===== src/rtl/seq_array_multiplier.sv =====
// seq_array_multiplier: iterative shift-and-add multiplier with an optional
// multiply-accumulate step and valid/ready handshakes on both sides.
// One multiplier bit is retired per cycle, so an operation takes WIDTH cycles.
//
// Ports:
//   clk, rst_n            clock, asynchronous active-low reset
//   in_valid / in_ready   operand handshake (in_ready high only while idle)
//   a, b                  WIDTH-bit multiplicand / multiplier
//   signed_mode           1 = two's complement operands and product
//   accumulate            1 = add product into acc on completion
//   clear_acc             1 = acc and overflow restart from 0 for this op
//   out_valid / out_ready result handshake (out_valid high only when done)
//   product               2*WIDTH-bit result of the last completed multiply
//   acc                   ACC_WIDTH-bit running accumulator (wraps)
//   overflow              sticky accumulator overflow flag
module seq_array_multiplier #(
    parameter int unsigned WIDTH     = 8,
    parameter int unsigned ACC_WIDTH = 2 * WIDTH + 8
) (
    input  logic                 clk,
    input  logic                 rst_n,
    input  logic                 in_valid,
    output logic                 in_ready,
    input  logic [WIDTH-1:0]     a,
    input  logic [WIDTH-1:0]     b,
    input  logic                 signed_mode,
    input  logic                 accumulate,
    input  logic                 clear_acc,
    output logic                 out_valid,
    input  logic                 out_ready,
    output logic [2*WIDTH-1:0]   product,
    output logic [ACC_WIDTH-1:0] acc,
    output logic                 overflow
);

    localparam int unsigned PW = 2 * WIDTH;
    localparam int unsigned CW = $clog2(WIDTH + 1);

    typedef enum logic [1:0] {
        IDLE = 2'd0,
        MUL  = 2'd1,
        DONE = 2'd2
    } state_e;

    state_e                state_q, state_d;
    logic [WIDTH-1:0]      mcand_q, mcand_d;
    logic [PW-1:0]         pp_q, pp_d;       // {partial sum, remaining multiplier bits}
    logic [CW-1:0]         cnt_q, cnt_d;
    logic                  neg_q, neg_d;
    logic                  signed_q, signed_d;
    logic                  accum_q, accum_d;
    logic                  clear_q, clear_d;
    logic [PW-1:0]         product_q, product_d;
    logic [ACC_WIDTH-1:0]  acc_q, acc_d;
    logic                  ovf_q, ovf_d;

    // Operand magnitudes; |-2^(WIDTH-1)| still fits as an unsigned WIDTH-bit value
    logic [WIDTH-1:0] a_mag, b_mag;
    assign a_mag = (signed_mode && a[WIDTH-1]) ? WIDTH'(0 - a) : a;
    assign b_mag = (signed_mode && b[WIDTH-1]) ? WIDTH'(0 - b) : b;

    // One iteration: conditional add into the upper half, then shift right
    logic [WIDTH:0]  upper_sum;
    logic [PW-1:0]   pp_shift;
    assign upper_sum = {1'b0, pp_q[PW-1:WIDTH]} + (pp_q[0] ? {1'b0, mcand_q} : '0);
    assign pp_shift  = {upper_sum, pp_q[WIDTH-1:1]};

    // Final signed/unsigned product taken from the last iteration's result
    logic [PW-1:0]        prod_final;
    logic signed [PW-1:0] prod_s;
    assign prod_final = neg_q ? PW'(0 - pp_shift) : pp_shift;
    assign prod_s     = prod_final;

    // Accumulator add with mode-dependent extension and overflow detection
    logic [ACC_WIDTH-1:0] prod_ext, acc_base;
    logic [ACC_WIDTH:0]   sum_full;
    logic                 add_ovf;
    assign prod_ext = signed_q ? ACC_WIDTH'(prod_s) : ACC_WIDTH'(prod_final);
    assign acc_base = clear_q ? '0 : acc_q;
    assign sum_full = {1'b0, acc_base} + {1'b0, prod_ext};
    assign add_ovf  = signed_q
                    ? ((acc_base[ACC_WIDTH-1] == prod_ext[ACC_WIDTH-1]) &&
                       (sum_full[ACC_WIDTH-1] != acc_base[ACC_WIDTH-1]))
                    : sum_full[ACC_WIDTH];

    // State and datapath registers
    always_ff @(posedge clk or negedge rst_n) begin
        if (!rst_n) begin
            state_q   <= IDLE;
            mcand_q   <= '0;
            pp_q      <= '0;
            cnt_q     <= '0;
            neg_q     <= 1'b0;
            signed_q  <= 1'b0;
            accum_q   <= 1'b0;
            clear_q   <= 1'b0;
            product_q <= '0;
            acc_q     <= '0;
            ovf_q     <= 1'b0;
        end else begin
            state_q   <= state_d;
            mcand_q   <= mcand_d;
            pp_q      <= pp_d;
            cnt_q     <= cnt_d;
            neg_q     <= neg_d;
            signed_q  <= signed_d;
            accum_q   <= accum_d;
            clear_q   <= clear_d;
            product_q <= product_d;
            acc_q     <= acc_d;
            ovf_q     <= ovf_d;
        end
    end

    // Next-state and datapath update
    always_comb begin
        state_d   = state_q;
        mcand_d   = mcand_q;
        pp_d      = pp_q;
        cnt_d     = cnt_q;
        neg_d     = neg_q;
        signed_d  = signed_q;
        accum_d   = accum_q;
        clear_d   = clear_q;
        product_d = product_q;
        acc_d     = acc_q;
        ovf_d     = ovf_q;

        case (state_q)
            IDLE: begin
                if (in_valid) begin
                    mcand_d  = a_mag;
                    pp_d     = {{WIDTH{1'b0}}, b_mag};
                    neg_d    = signed_mode & (a[WIDTH-1] ^ b[WIDTH-1]);
                    signed_d = signed_mode;
                    accum_d  = accumulate;
                    clear_d  = clear_acc;
                    cnt_d    = '0;
                    state_d  = MUL;
                end
            end
            MUL: begin
                pp_d  = pp_shift;
                cnt_d = cnt_q + CW'(1);
                if (cnt_q == CW'(WIDTH - 1)) begin
                    state_d   = DONE;
                    product_d = prod_final;
                    if (accum_q) begin
                        acc_d = sum_full[ACC_WIDTH-1:0];
                        ovf_d = (ovf_q & ~clear_q) | add_ovf;
                    end else if (clear_q) begin
                        acc_d = '0;
                        ovf_d = 1'b0;
                    end
                end
            end
            DONE: begin
                if (out_ready) begin
                    state_d = IDLE;
                end
            end
            default: state_d = IDLE;
        endcase
    end

    assign in_ready  = (state_q == IDLE);
    assign out_valid = (state_q == DONE);
    assign product   = product_q;
    assign acc       = acc_q;
    assign overflow  = ovf_q;

endmodule


===== config.mk =====
export PLATFORM = sky130hd
export DESIGN_NAME = seq_array_multiplier
export DESIGN_NICKNAME = d
export VERILOG_FILES = /design/src/rtl/seq_array_multiplier.sv
export SDC_FILE = /design/constraint.sdc
export NUM_CORES = 1
export LEC_CHECK = 0
export CAP_MARGIN = 20
export CORE_MARGIN = 3
export CORE_UTILIZATION = 55
export CTS_CLUSTER_DIAMETER = 30
export DETAILED_ROUTE_END_ITERATION = 6
export PLACE_DENSITY = 0.79
export SLEW_MARGIN = 10
export SYNTH_ARGS = -nofsm -noshare
export SYNTH_HDL_FRONTEND = slang
export SYNTH_SLANG_ARGS = --single-unit

===== constraint.sdc =====
create_clock -name clk -period 5.6 [get_ports clk]
set_input_delay 1.12 -clock clk [delete_from_list [all_inputs] [get_ports clk]]
set_output_delay 1.12 -clock clk [all_outputs]
set_load 0.05 [all_outputs]

======== Yosys cells after proc, flatten, opt, wreduce, memory -nomap -nowiden ========
Cells that the tools add are included.
operators by class
  add/subtract/negate cells ............... 6
  equality and inequality tests ........... 8
  mux-type cells .......................... 18
  bitwise gates (word level) .............. 5
  reduce and logical (&&, ||, !) cells .... 11
operators with widths
  cell                   count
  $mux 24                3
  $mux 16                2
  $pmux 16 s2            1
  $add 24x24->25         1
  $mux 8                 3
  $sub 1x16->16 const A  1
  $sub 1x8->8 const A    2
  $add 8x8->9            1
  $pmux 4 s2             1
  $mux 2                 3
  $pmux 2 s3             1
  $reduce_and 2->1       3
  $reduce_and 3->1       2
  $add 4x1->4 const B    1
  $eq 4x3->1 const B     1
  $mux 4                 1
  $ne 2x2->1 const B     2
  $reduce_bool 2->1      2
  $logic_and 1x1->1      3
  $mux 1                 3
  $and 1x1->1            2
  $eq 2x1->1 const B     1
  $eq 2x2->1 const B     1
  $logic_not 2->1        1
  6 further kinds        6
storage, ports and cells
  register bits ........................... 75
  bits of input ports ..................... 23
  output and inout bits ................... 43
  word-level logic and storage cells ...... 59

======== Depth between registers and ports, before layout ========
  word-level depth ........................ 11
  mapped depth ............................ 23
  gate-level depth less buffers ........... 22

======== Worst setup path after synthesis ========
OpenSTA, ideal clock, no wires.
  path type ............................... register -> register
  from .................................... register pp_q[0]
  to ...................................... register ovf_q (netlist: overflow)
  library setup time ...................... 0.084 ns
  data arrival time ....................... 4.794 ns
  required time ........................... 5.516 ns
  slack ................................... 0.722 ns
  cell stages (with the launch flop) ...... 20
  path buffers ............................ 1
  clock period less this slack ............ 4.878 ns
  cells stage by stage .................... dfrtp_1 and2_1 ha_1 fa_1 nor4_4 nand3_1 or3_1 nand2_1 xor2_1 ha_1 a2111oi_0 o21ai_0 o21ai_0 inv_1 a41o_1 or3_1 buf_2 maj3_2 a211o_1 a41oi_2
on the way
  longest elaborated chain between the ends .. 11
  elaborated cells on any way between the ends .. 12
  those cells by class .................... add/sub: 3; eq/ne: 2; mux: 5; bitwise: 1; reduce/logical: 1
RTL lines
  what                      line  source
  start: declaration        47    logic [PW-1:0] pp_q, pp_d;
  start signal: assignment  103   pp_q <= pp_d;
  $mux 8 *                  65    assign upper_sum = {1'b0, pp_q[PW-1:WIDTH]} + (pp_q[0] ? {1'b0, mcand_q} : '0);
  $add 8x8->9 *             65
  $sub 1x16->16             71    assign prod_final = neg_q ? PW'(0 - pp_shift) : pp_shift;
  $mux 16 *                 71
  $mux 24 *                 78    assign prod_ext = signed_q ? ACC_WIDTH'(prod_s) : ACC_WIDTH'(prod_final);
  via prod_ext[12]          75    logic [ACC_WIDTH-1:0] prod_ext, acc_base;
  $add 24x24->25 *          80    assign sum_full = {1'b0, acc_base} + {1'b0, prod_ext};
  $ne 1x1->1                83    (sum_full[ACC_WIDTH-1] != acc_base[ACC_WIDTH-1]))
  $logic_and 1x1->1         82    ? ((acc_base[ACC_WIDTH-1] == prod_ext[ACC_WIDTH-1]) &&
  $mux 1 *                  82
  $or 1x1->1 *              150   ovf_d = (ovf_q & ~clear_q) | add_ovf;
  $mux 1 *                  148   if (accum_q) begin
  end signal: assignment    111   ovf_q <= ovf_d;
  end: declaration          55    logic ovf_q, ovf_d;
Mark *: on every way through the listed nets, which the timed path passes. The rest lies on a longest branch.
A chain may end at the register's enable or synchronous reset.

======== Worst setup path after layout ========
  from .................................... register pp_q[0]
  to ...................................... register acc_q[23] (netlist: acc[23])
on the way
  longest elaborated chain between the ends .. 7
RTL lines
  what                    line  source
  $mux 8 *                65
  $add 8x8->9 *           65
  $sub 1x16->16           71
  $mux 16 *               71
  $mux 24 *               78
  via prod_ext[12]        75
  $add 24x24->25 *        80
  $mux 24 *               148
  end signal: assignment  98    acc_q <= '0;
  end signal: assignment  110   acc_q <= acc_d;
  end: declaration        54    logic [ACC_WIDTH-1:0] acc_q, acc_d;
Marks and branches as above.

==> run_results.csv <==
group,metric,value,unit
pwr,power.switching,2198,uW
placement,place_hpwl,9.917,mm
logic_synthesis,synth-seq-cells,75,
floorplanning,io_pins,66,
global_route,grt_most_used_layer,"met2",
layout,syn_to_final_growth,19.85,%
global_route,grt_pass1_wl,22.80,mm
clock_network,numCtsBuffers,9,
worst_setup_path,cp-start-kind,"flop",
logic_synthesis,synth_ff_type,"dfrtp_1",
flow_run,cap_violations,0,
placement,placed_cells,816,
status,outcome,"completed",
detailed_routing,drc,0,
worst_setup_path,cpPeakStageDelay,0.53,ns
global_route,met2_usage,43.18,%
worst_setup_path,cpMostUsedCell,"ha_1",
clock_network,cts_tree,"done",
floorplanning,die_height,104.2,um
logic_synthesis,netlist_area,5308,um^2
floorplanning,core_area,9328,um^2
logic_synthesis,synth_area_leader_cell,"dfrtp_1",
floorplanning,die_width,104.2,um
logic_synthesis,synth.avg_cell_area,8.242,um^2
logic_synthesis,ys_async_sr_fraction,100.0,%
detailed_routing,ant_nets,0,
pwr,p_clk_share,13.0,%
worst_hold_path,hp-class,"flop to flop",
detailed_routing,drtIter0Drc,276,
layout,seq_area,1877,um^2
clock_network,cts_buffer_depth,2,
layout,fin_nets,754,
clock_network,cts_hold_buffers,0,
clock_network,clkTransAtPathRegs,0.09,ns
global_route,met3_usage,5.028,%
detailed_routing,post_drt_wl_per_cell,16.27,um
detailed_routing,dr.pass1.iters,5,
floorplanning,rows,35,
global_route,antenna_found_initial,0,
logic_synthesis,yosysWarnings,0,
layout,antenna_cells,0,
pwr,switching_share,50.60,%
sta,clock_skew,0.01274,ns
detailed_routing,vias_per_cell,5.864,
worst_setup_path,path_cells,"and2_1, ha_1, fa_1, nor4_4, nand3_1, or3_1, nand2_1, xor2_1, ha_1, a2111oi_2, o21ai_1, o21ai_0, inv_1, a41o_1, or3_4, maj3_2, a221oi_1, o211ai_1",
clock_network,root_buffer,"clkbuf_8",
worst_setup_path,cp.buffers_inverters,1,
pwr,pwr-share-comb,63.5,%
detailed_routing,num_vias,4879,
sta,tns,0,ns
clock_network,cts_resized,0,
logic_synthesis,syn-num-nets,700,
global_route,grtUsageTotal,25.25,%
sta,slew_viol_final,0,
layout,drive_above_1_share,6.259,%
layout,num-fill-cells,801,
worst_setup_path,path_max_fanout,9,
sta,max_freq,193.2,MHz
sta,period_share,92.45,%
logic_synthesis,synth_edf_count,0,
detailed_routing,wl,13.54,mm
worst_setup_path,cp.arrival,5.42,ns
worst_setup_path,cp-end-kind,"flop",
global_route,grt_pass1_vias,4811,
pwr,p_per_area,682.9,nW/um^2
sta,rsz0062_at_grt,"no",
sta,whs,0.4762,ns
pwr,peakVddDrop,0.0003488,V
global_route,grt_max_degree,76,
floorplanning,initial_core_util,56.90,%
global_route,use_met1,32.90,%
clock_network,insertion_delay,0.36,ns
logic_synthesis,ys_types,62,
layout,multi_input_area,3278,um^2
floorplanning,die_area,10860,um^2
layout,final_cell_count_no_fill,832,
clock_network,clock-sinks,75,
global_route,grt-ovfl-total,0,
pwr,leakage,0.002904,uW
sta,min_period,5.177,ns
logic_synthesis,netlist.area_leader.share,35.36,%
sta,hold_viol_final,0,
pwr,intPower,2146,uW
logic_synthesis,synth-seq-area-share,35.36,%
logic_synthesis,syn_inst,644,
sta,worstMarginPinSlew,0.9752,ns
clock_network,htree_levels,3,
logic_synthesis,yosys-top-cells-area,"dfrtp_1 (35%), nand2_1 (8.3%), ha_1 (7.3%)",
logic_synthesis,yosysMostFrequentCell,"nand2_1",
sta,finalSetupViolations,0,
placement,io_buffers,65,
pwr,power_frac_seq,23.5,%
worst_setup_path,cp_data_required_time,5.84,ns
layout,fin_util,68.20,%
clock_network,postCtsSetupRepairBufs,0,
worst_setup_path,critical-path-slowest-cell,"fa_1",
logic_synthesis,synth_common_cells,"nand2_1 (118), dfrtp_1 (75), o21ai_0 (64)",
sta,slew_headroom,34.98,%
worst_setup_path,path_delay_family,"simple AND/OR/NAND/NOR gates",
worst_setup_path,crit_type,"flop to flop",
placement,gp_congestion,1.010,
[final timing paths]
check,startpoint,endpoint,slack (ns),cells past startpoint
max in group asynchronous,rst_n,pp_q[4],4.04,1
min in group asynchronous,rst_n,acc[22],0.87,1
max reg2reg,pp_q[0],acc[23],0.42,18
min reg2reg,mcand_q[7],mcand_q[7],0.48,2
min,mcand_q[7],mcand_q[7],0.48,2
max,pp_q[0],acc[23],0.42,18
[cells by family (layout without fill, tap and decap cells)]
| group | count (synthesis) | after routing | synth area share (%) |
|---|---|---|---|
| adder cells (fa/ha/maj) | 34 | 34 | 8.274 |
| XOR/XNOR | 46 | 46 | 7.591 |
| AO/OA/AOI/OAI | 172 | 172 | 20.89 |
| buffers and inverters | 51 | 110 | 3.654 |
| multiplexers | 7 | 7 | 1.344 |
| AND/OR/NAND/NOR | 259 | 259 | 22.89 |
| flip-flops | 75 | 75 | 35.36 |
[power by group through the flow]
stage                     registers [uW]  logic (uW)  clock network, uW
after floorplan                     1350        1640                  0
after global placement              1010        2620                  0
after detailed placement            1030        2700                  0
after CTS                           1020        2720                568
after global routing                1060        3010                594
final                               1020        2760                564
[tightest hold or removal path, cell delays in order (launching register included)]
cell,delay [ns]
dfrtp_1,0.34
nand2_1,0.05
nand2_1,0.05
[cell type report]
class | instances | share of cell area (%)
multi-input combinational | 518 | 51.53
sequential | 75 | 29.50
timing repair buffer | 71 | 10.90
tap | 129 | 2.537
clock inverter | 6 | 2.164
clock buffer | 10 | 2.006
inverter | 23 | 1.357
[metrics by stage]
stage | cell area [um^2] | worst slack (ns) | power, uW
after global routing | 6361 | 0.06157 | 4663
final | 6361 | 0.4227 | 4344
after CTS | 6325 | 0.2845 | 4306
after floorplan | 5308 | 0.7221 | 2991
after global placement | 6060 | 0.4819 | 3631
after detailed placement | 6060 | 0.2987 | 3732
[state kept, by name, indices dropped and copies added (netlist names), 2 cells and up]
| register | cells |
|---|---|
| state_q | 2 |
| acc | 24 |
| mcand_q | 8 |
| pp_q | 16 |
| cnt_q | 4 |
| product | 16 |
[routing by layer]
metal / up-vias / wire length, um
met1: 2319 / 5970
li1: 2381 / -
met4: 0 / 161
met3: 21 / 743
met2: 158 / 6664
met5: - / 0
[cell usage in the layout, fill, tap and decap left out, drive strengths merged, types with 23 or more instances in the layout]
cell and n:
nor2 42, clkdlybuf4s50 64, nand3 25, inv 23
o21ai 65, xnor2 32, nand2 118, a21oi 32
ha 31, dfrtp 75
Power figures use the tool's default switching activity.
